==> src/rtl/alu181_pkg.sv <==
// Shared types and constants for the nibble-serial 74181 word sequencer.
package alu181_pkg;

  localparam int NIBBLE_W = 4;

  typedef enum logic [1:0] {
    IDLE = 2'd0,
    RUN  = 2'd1,
    DONE = 2'd2
  } state_t;

  // Common function selects; the comment gives the mode bit each one needs.
  localparam logic [3:0] S_ADD = 4'b1001;  // M=0
  localparam logic [3:0] S_SUB = 4'b0110;  // M=0
  localparam logic [3:0] S_XOR = 4'b0110;  // M=1
  localparam logic [3:0] S_AND = 4'b1011;  // M=1

endpackage

==> src/rtl/alu74181.sv <==
// One 4-bit 74181 ALU slice, active-high data, active-low carry in/out.
module alu74181 (
  input  logic [3:0] s,
  input  logic       m,
  input  logic [3:0] a,
  input  logic [3:0] b,
  input  logic       cnb,
  output logic [3:0] f,
  output logic       cn4b,
  output logic       aeb,
  output logic       x,
  output logic       y
);

  logic [3:0] p;
  logic [3:0] g;
  logic       c0;
  logic       c1;
  logic       c2;
  logic       c3;
  logic       c4;

  // Per-bit propagate/generate terms selected by S; g always implies p.
  always_comb begin
    p = a | (b & {4{s[0]}}) | (~b & {4{s[1]}});
    g = (a & ~b & {4{s[2]}}) | (a & b & {4{s[3]}});
  end

  // Lookahead carries, written out per bit so each stage is its own net.
  always_comb begin
    c0 = ~cnb;
    c1 = g[0] | (p[0] & c0);
    c2 = g[1] | (p[1] & g[0]) | (p[1] & p[0] & c0);
    c3 = g[2] | (p[2] & g[1]) | (p[2] & p[1] & g[0]) | (p[2] & p[1] & p[0] & c0);
    c4 = g[3] | (p[3] & g[2]) | (p[3] & p[2] & g[1]) | (p[3] & p[2] & p[1] & g[0])
       | (p[3] & p[2] & p[1] & p[0] & c0);
  end

  // Logic mode forces every internal carry high, which turns the sum into XNOR of p and g.
  always_comb begin
    f = (p ^ g) ^ ({4{m}} | {c3, c2, c1, c0});
  end

  assign cn4b = ~c4;
  assign aeb  = &f;
  assign x    = ~(&p);
  assign y    = ~(g[3] | (p[3] & g[2]) | (p[3] & p[2] & g[1]) | (p[3] & p[2] & p[1] & g[0]));

endmodule

==> src/rtl/alu181_word_seq.sv <==
// Word-wide ALU built by stepping a single 74181 slice across the operands, LSB nibble first.
module alu181_word_seq
  import alu181_pkg::*;
#(
  parameter int NIBBLES = 4
) (
  input  logic                        clk,
  input  logic                        rst,
  input  logic                        in_valid,
  output logic                        in_ready,
  input  logic [3:0]                  in_s,
  input  logic                        in_m,
  input  logic                        in_cnb,
  input  logic [NIBBLE_W*NIBBLES-1:0] in_a,
  input  logic [NIBBLE_W*NIBBLES-1:0] in_b,
  output logic                        out_valid,
  input  logic                        out_ready,
  output logic [NIBBLE_W*NIBBLES-1:0] out_f,
  output logic                        out_cn4b,
  output logic                        out_aeb,
  output logic                        busy
);

  localparam int CNT_W = (NIBBLES > 1) ? $clog2(NIBBLES) : 1;

  state_t state;
  state_t state_next;

  logic [3:0]                         s_reg;
  logic                               m_reg;
  logic [NIBBLES-1:0][NIBBLE_W-1:0]   a_reg;
  logic [NIBBLES-1:0][NIBBLE_W-1:0]   b_reg;
  logic [NIBBLES-1:0][NIBBLE_W-1:0]   res;
  logic                               carry_n;
  logic                               aeb_acc;
  logic [CNT_W-1:0]                   cnt;
  logic                               last;

  logic [NIBBLE_W-1:0] slice_f;
  logic                slice_cn4b;
  logic                slice_aeb;
  logic                slice_x_unused;
  logic                slice_y_unused;

  assign last = (cnt == CNT_W'(NIBBLES - 1));

  alu74181 u_slice (
    .s    (s_reg),
    .m    (m_reg),
    .a    (a_reg[cnt]),
    .b    (b_reg[cnt]),
    .cnb  (carry_n),
    .f    (slice_f),
    .cn4b (slice_cn4b),
    .aeb  (slice_aeb),
    .x    (slice_x_unused),
    .y    (slice_y_unused)
  );

  // State register.
  always_ff @(posedge clk) begin
    if (rst) state <= IDLE;
    else     state <= state_next;
  end

  // Next-state and handshake outputs; nothing is accepted outside IDLE.
  always_comb begin
    state_next = state;
    in_ready   = 1'b0;
    out_valid  = 1'b0;
    busy       = 1'b0;
    case (state)
      IDLE: begin
        in_ready = 1'b1;
        if (in_valid) state_next = RUN;
      end
      RUN: begin
        busy = 1'b1;
        if (last) state_next = DONE;
      end
      DONE: begin
        busy      = 1'b1;
        out_valid = 1'b1;
        if (out_ready) state_next = IDLE;
      end
      default: state_next = IDLE;
    endcase
  end

  // Operand capture on accept, then one nibble per clock with the carry rippling through carry_n.
  always_ff @(posedge clk) begin
    if (rst) begin
      s_reg   <= '0;
      m_reg   <= 1'b0;
      a_reg   <= '0;
      b_reg   <= '0;
      res     <= '0;
      carry_n <= 1'b1;
      aeb_acc <= 1'b0;
      cnt     <= '0;
    end else if (state == IDLE && in_valid) begin
      s_reg   <= in_s;
      m_reg   <= in_m;
      a_reg   <= in_a;
      b_reg   <= in_b;
      carry_n <= in_cnb;
      aeb_acc <= 1'b1;
      cnt     <= '0;
    end else if (state == RUN) begin
      res[cnt] <= slice_f;
      carry_n  <= slice_cn4b;
      aeb_acc  <= aeb_acc & slice_aeb;
      if (!last) cnt <= cnt + CNT_W'(1);
    end
  end

  assign out_f    = res;
  assign out_cn4b = carry_n;
  assign out_aeb  = aeb_acc;

endmodule
==> config.mk <==
export PLATFORM = sky130hd
export DESIGN_NAME = alu181_word_seq
export DESIGN_NICKNAME = d
export VERILOG_FILES = /design/src/rtl/alu181_pkg.sv /design/src/rtl/alu74181.sv /design/src/rtl/alu181_word_seq.sv
export SDC_FILE = /design/constraint.sdc
export NUM_CORES = 1
export LEC_CHECK = 0
export CORE_UTILIZATION = 50
export DETAILED_ROUTE_END_ITERATION = 8
export PLACE_DENSITY = 0.79
export SYNTH_ARGS = -nofsm -noshare
export SYNTH_HDL_FRONTEND = slang
export SYNTH_HIERARCHICAL = 1
export SYNTH_SLANG_ARGS = --single-unit
==> constraint.sdc <==
create_clock -name clk -period 3.6 [get_ports clk]
set_input_delay 0.72 -clock clk [delete_from_list [all_inputs] [get_ports clk]]
set_output_delay 0.72 -clock clk [all_outputs]
set_load 0.03 [all_outputs]
==> metrics.yaml, run 1 <==
hpwl_um: 4489
initial_core_util_pct: 52.59
antenna_left: 0
skew_ns: 0.007298
rows: 27
grt.overflow.total: 0
cts_hold_buffers: 0
die_area_um2: 6209
p_leak_nw: 1.368
timing.final.hold_violations: 0
grt_max_degree: 62
place_congestion: 0.8877
hold_path_class: "reg2reg"
cts_tree: "done"
grtUsageTotal_pct: 22.84
path_class: "reg2reg"
wirelength_um: 6456
syn_nets: 400
cp-start-kind: "flop"
vias_per_cell: 5.344
crit_top_cell: "a21oi_1"
remaining_drc_errors: 0
syn2layout_area_growth_pct: 28.04
tightest_slew_ns: 1.046
path_clk_slew_ns: 0.07
firstDrtPassIters: 5
antenna_cells: 0
fin_setup_tns_ns: 0
rsz0062_at_grt: "no"
postLayoutCoreUtil_pct: 67.34
critPathRequiredTime_ns: 3.85
yosysWarnings: 6
cts_setup_buffers: 0
cts_sinks: 59
place_ws_ns: 0.6588
cts_max_level: 3
max_freq_ghz: 0.3373
insertion_delay_ns: 0.34
status: "finished, final reports clean"
nFillCells: 489
synthesis.area_um2: 2949
grt_first_pass_wirelength_um: 11010
antenna_found_initial: 0
coreArea_um2: 5608
post-route-min-period_ns: 2.965
clockBufferDepth: 2
worst_ep_arrival_time_ns: 3.22
die_x_um: 78.80
path_max_fanout: 12
drv_cap: 0
cts_buffers: 9
power_mw: 2.509
grt_pass1_vias: 2434
end_kind: "flop"
p_per_area_nw_per_um2: 664.3
finalSetupViolCount: 0
die_y_um: 78.80
peakVddDrop_mv: 0.3333
drive_gt1_share_pct: 10.32
drv_slew: 0
worst_slack_ns: 0.6353
num_vias: 2560
fin_nets: 452
first_iter_violations: 114
ctsResizeCount: 0
crit_slowest_cell: "dfxtp_1"
critPathMaxStageDelay_ns: 0.75
synth_cells: 350
avgRoutedWirePerCell_um: 13.48
slew-limit-headroom_pct: 30.26
pin_count: 63
path_cells: "mux4_2 -> and2_1 -> o311ai_2 -> a21oi_1 -> a211oi_2 -> o211a_1 -> o21ai_0 -> a21oi_1"
fin_crit_sh_pct: 82.35
portBuffers: 62
syn_avg_cell_area_um2: 8.426
cts_root_buf: "clkbuf_8"
placed cells by master, fill, tap and decap left out, types with 2 or more instances in the layout:
cell type	instances
nand2_1	101
a21oi_1	62
clkdlybuf4s50_1	61
dfxtp_1	59
nand3_1	16
clkbuf_8	12
nor2_1	9
mux4_2	8
ha_1	8
inv_1	7
nand2b_1	6
mux2i_1	5
nor2b_1	4
o21ai_0	4
mux2_2	4
xnor2_1	3
nor3_1	3
bufinv_16	3
a211oi_2	2
o211ai_1	2
and2_1	2
xor2_1	2
final timing paths:
path / start / endpoint / slack [ns] / cells after the start
max reg2reg: cnt[0]$_SDFFE_PP0P_ / out_aeb$_SDFFE_PP0P_ / 0.64 / 8
min reg2reg: out_f[3]$_SDFFE_PP0P_ / out_f[3]$_SDFFE_PP0P_ / 0.45 / 2
min: out_f[3]$_SDFFE_PP0P_ / out_f[3]$_SDFFE_PP0P_ / 0.45 / 2
max: cnt[0]$_SDFFE_PP0P_ / out_aeb$_SDFFE_PP0P_ / 0.64 / 8
per-layer routing:
metal | routed length (um) | part of all wire [%] | track usage (%) | up-vias
li1 | - | - | - | 1294
met1 | 3106 | 48 | 29.53 | 1185
met2 | 2987 | 46 | 36.70 | 71
met3 | 258 | 4.0 | 4.713 | 10
met4 | 104 | 1.6 | 10.00 | 0
met5 | 0 | 0 | 0 | -
through the flow:
| stage | hold WS (ns) | std cells | cell area (um2) |
|---|---|---|---|
| 4_1_cts | 0.4543 | 479 | 3776 |
| 3_5_place_dp | 0.4449 | 463 | 3516 |
| 2_1_floorplan | 0.4331 | 350 | 2949 |
| 3_3_place_gp | 0.4413 | 463 | 3516 |
| 5_1_grt | 0.4691 | 479 | 3776 |
| 6_report | 0.4520 | 479 | 3776 |
area by class of cell:
class	count	area, um2	area share, %
clock buffer	12	165.2	4.374
clock inverter	4	95.09	2.518
inverter	7	26.28	0.6958
multi-input combinational	262	1595	42.25
sequential	59	1181	31.28
tap	72	90.09	2.386
timing repair buffer	63	623.1	16.50
worst max-delay path, delay by kind of cell (launching register included):
kind / cells / cell delay, ns
mux: 1 / 0.68
compound gates: 6 / 1.23
flops: 1 / 0.75
simple gates: 1 / 0.22
report_power, final:
part / internal (mW) / switching, mW / total, mW
Combinational: 0.372 / 0.505 / 0.877
Clock: 0.516 / 0.262 / 0.777
Sequential: 0.757 / 0.0978 / 0.854
Total: 1.64 / 0.865 / 2.51
(Power assumes the default switching activity.)
==> inputs of run 2 (changes only) <==
==> constraint.sdc (replaced) <==
create_clock -name clk -period 3 [get_ports clk]
set_input_delay 0.6 -clock clk [delete_from_list [all_inputs] [get_ports clk]]
set_output_delay 0.6 -clock clk [all_outputs]
set_load 0.03 [all_outputs]
==> run 2 against run 1 <==
Effect of this change:
- die area is the same
- sequential share of layout area decreased by 0.33 points
- first-iteration DRC count up 33%
- register-to-register slack worse by 0.41 ns
- non-clock buffer count increased by 5
- clock skew grew 0.0033 ns
- maximum frequency rose by 6.7%
- total power grew 23%
- clock-buffer cell count is 2 lower
- final area is 1.1% higher
==> metrics.yaml, run 2 (synthesized netlist as in run 1, its figures left out) <==
status: "finished, final reports clean"  # unchanged
grt_max_degree: 43  # was 62
wirelength_um: 6698  # was 6456 um
initial_core_util_pct: 52.59  # unchanged
cts_sinks: 59  # unchanged
cts_tree: "done"  # unchanged
fin_cells: 483  # was 479
avgRoutedWirePerCell_um: 13.87  # was 13.48 um
remaining_drc_errors: 0  # unchanged
rows: 27  # unchanged
nFillCells: 463  # was 489
rsz0062_at_grt: "no"  # unchanged
pin_count: 63  # unchanged
die_area_um2: 6209  # unchanged
die_y_um: 78.80  # unchanged
end_kind: "flop"  # unchanged
hold_path_class: "reg2reg"  # unchanged
cts_buffers: 9  # unchanged
critPathRequiredTime_ns: 3.27  # was 3.85 ns
worst_slack_ns: 0.2226  # was 0.6353 ns
grtUsageTotal_pct: 23.79  # was 22.84%
drv_cap: 0  # unchanged
postLayoutCoreUtil_pct: 68.05  # was 67.34%
vias_per_cell: 5.418  # was 5.344
place_ws_ns: 0.2295  # was 0.6588 ns
cts_setup_buffers: 0  # unchanged
max_freq_ghz: 0.3601  # was 0.3373 GHz
path_max_fanout: 9  # was 12
timing.final.hold_violations: 0  # unchanged
fin_nets: 457  # was 452
insertion_delay_ns: 0.35  # was 0.34 ns
hp-start: "out_f[2]$_SDFFE_PP0P_"  # was out_f[3]$_SDFFE_PP0P_
ctsResizeCount: 0  # unchanged
final_cell_mix: "nand2_1, a21oi_1, clkdlybuf4s50_1, dfxtp_1, nand3_1"  # unchanged
grt_first_pass_wirelength_um: 11390  # was 11010 um
fin_crit_sh_pct: 92.58  # was 82.35%
antenna_cells: 0  # unchanged
drive_gt1_share_pct: 11.19  # was 10.32%
cp-start-kind: "flop"  # unchanged
clockBufferDepth: 2  # unchanged
path_clk_slew_ns: 0.07  # about the same
place_area_um2: 3553  # was 3516 um2
tightest_slew_ns: 0.7337  # was 1.046 ns
cts_hold_buffers: 0  # unchanged
coreArea_um2: 5608  # unchanged
firstDrtPassIters: 4  # was 5
post-route-min-period_ns: 2.777  # was 2.965 ns
cts_root_buf: "clkbuf_8"  # unchanged
slew-limit-headroom_pct: 51.09  # was 30.26%
grt.overflow.total: 0  # unchanged
first_iter_violations: 152  # was 114
final_common_cell: "nand2_1"  # unchanged
hpwl_um: 4726  # was 4489 um
finalSetupViolCount: 0  # unchanged
postLayoutCellArea_um2: 3816  # was 3776 um2
syn2layout_area_growth_pct: 29.40  # was 28.04%
portBuffers: 62  # unchanged
die_x_um: 78.80  # unchanged
drv_slew: 0  # unchanged
num_vias: 2617  # was 2560
antenna_left: 0  # unchanged
skew_ns: 0.01056  # was 0.007298 ns
peakVddDrop_mv: 0.4753  # was 0.3333 mV
antenna_found_initial: 0  # unchanged
fin_setup_tns_ns: 0  # unchanged
r2r-start: "cnt[0]$_SDFFE_PP0P_"  # unchanged
p_leak_nw: 1.393  # was 1.368 nW
path_class: "reg2reg"  # unchanged
place_congestion: 0.8939  # was 0.8877
crit_path_start: "cnt[0]$_SDFFE_PP0P_"  # unchanged
cts_max_level: 3  # unchanged
grt_pass1_vias: 2514  # was 2434
worst_ep_arrival_time_ns: 3.05  # was 3.22 ns
p_per_area_nw_per_um2: 809.6  # was 664.3 nW/um2
dp.cells: 468  # was 463
## run 2: cell types whose count changed in the layout (fill, tap and decap cells not counted)
cell and delta:
bufinv_16 +1, clkbuf_8 -2, buf_4 +5
## run 2: worst max-delay path: stages, from the launching register on
cell and delay (ns):
dfxtp_1 0.63, mux4_2 0.66, and2_1 0.23, o311ai_2 0.32
a21oi_1 0.14, a211oi_2 0.34, o211a_1 0.20, o21ai_0 0.06
a21oi_1 0.13
## run 2: power by group
group	total (mW)	switching (mW)	leakage [nW]	internal, mW
combinational	1.10	0.628	0.779	0.471
clock	0.972	0.320	0.132	0.652
sequential	1.02	0.110	0.482	0.908
total	3.09	1.06	1.39	2.03
## run 2: area by class of cell
cell class | count | area [um2] | share of cell area (%)
clock buffer | 10 | 137.6 | 3.607
clock inverter | 5 | 125.1 | 3.279
inverter | 7 | 26.28 | 0.6885
multi-input combinational | 262 | 1595 | 41.80
sequential | 59 | 1181 | 30.95
tap | 72 | 90.09 | 2.361
timing repair buffer | 68 | 660.6 | 17.31
## run 2: worst paths after layout
path                                         endpoint  slack (ns)  cells after the start
worst min register to register  out_f[2]$_SDFFE_PP0P_        0.45                      2
worst max register to register   out_aeb$_SDFFE_PP0P_        0.22                      8
worst max-delay path             out_aeb$_SDFFE_PP0P_        0.22                      8
worst min-delay path            out_f[2]$_SDFFE_PP0P_        0.45                      2
## run 2: metrics by stage
step | hold WS [ns] | total power, mW
floorplan | 0.4331 | 1.854
global placement | 0.4400 | 2.085
detailed placement | 0.4453 | 2.124
CTS | 0.4539 | 3.093
global route | 0.4722 | 3.249
finish | 0.4547 | 3.090
## run 2: metal layers
layer  track usage [%]  part of all wire, %  vias up
met5                 0                    0        -
met4             9.259                  1.3        0
met3             7.471                  5.3       13
met2             38.96                   49       85
met1             28.98                   45     1211
li1                  -                    -     1308
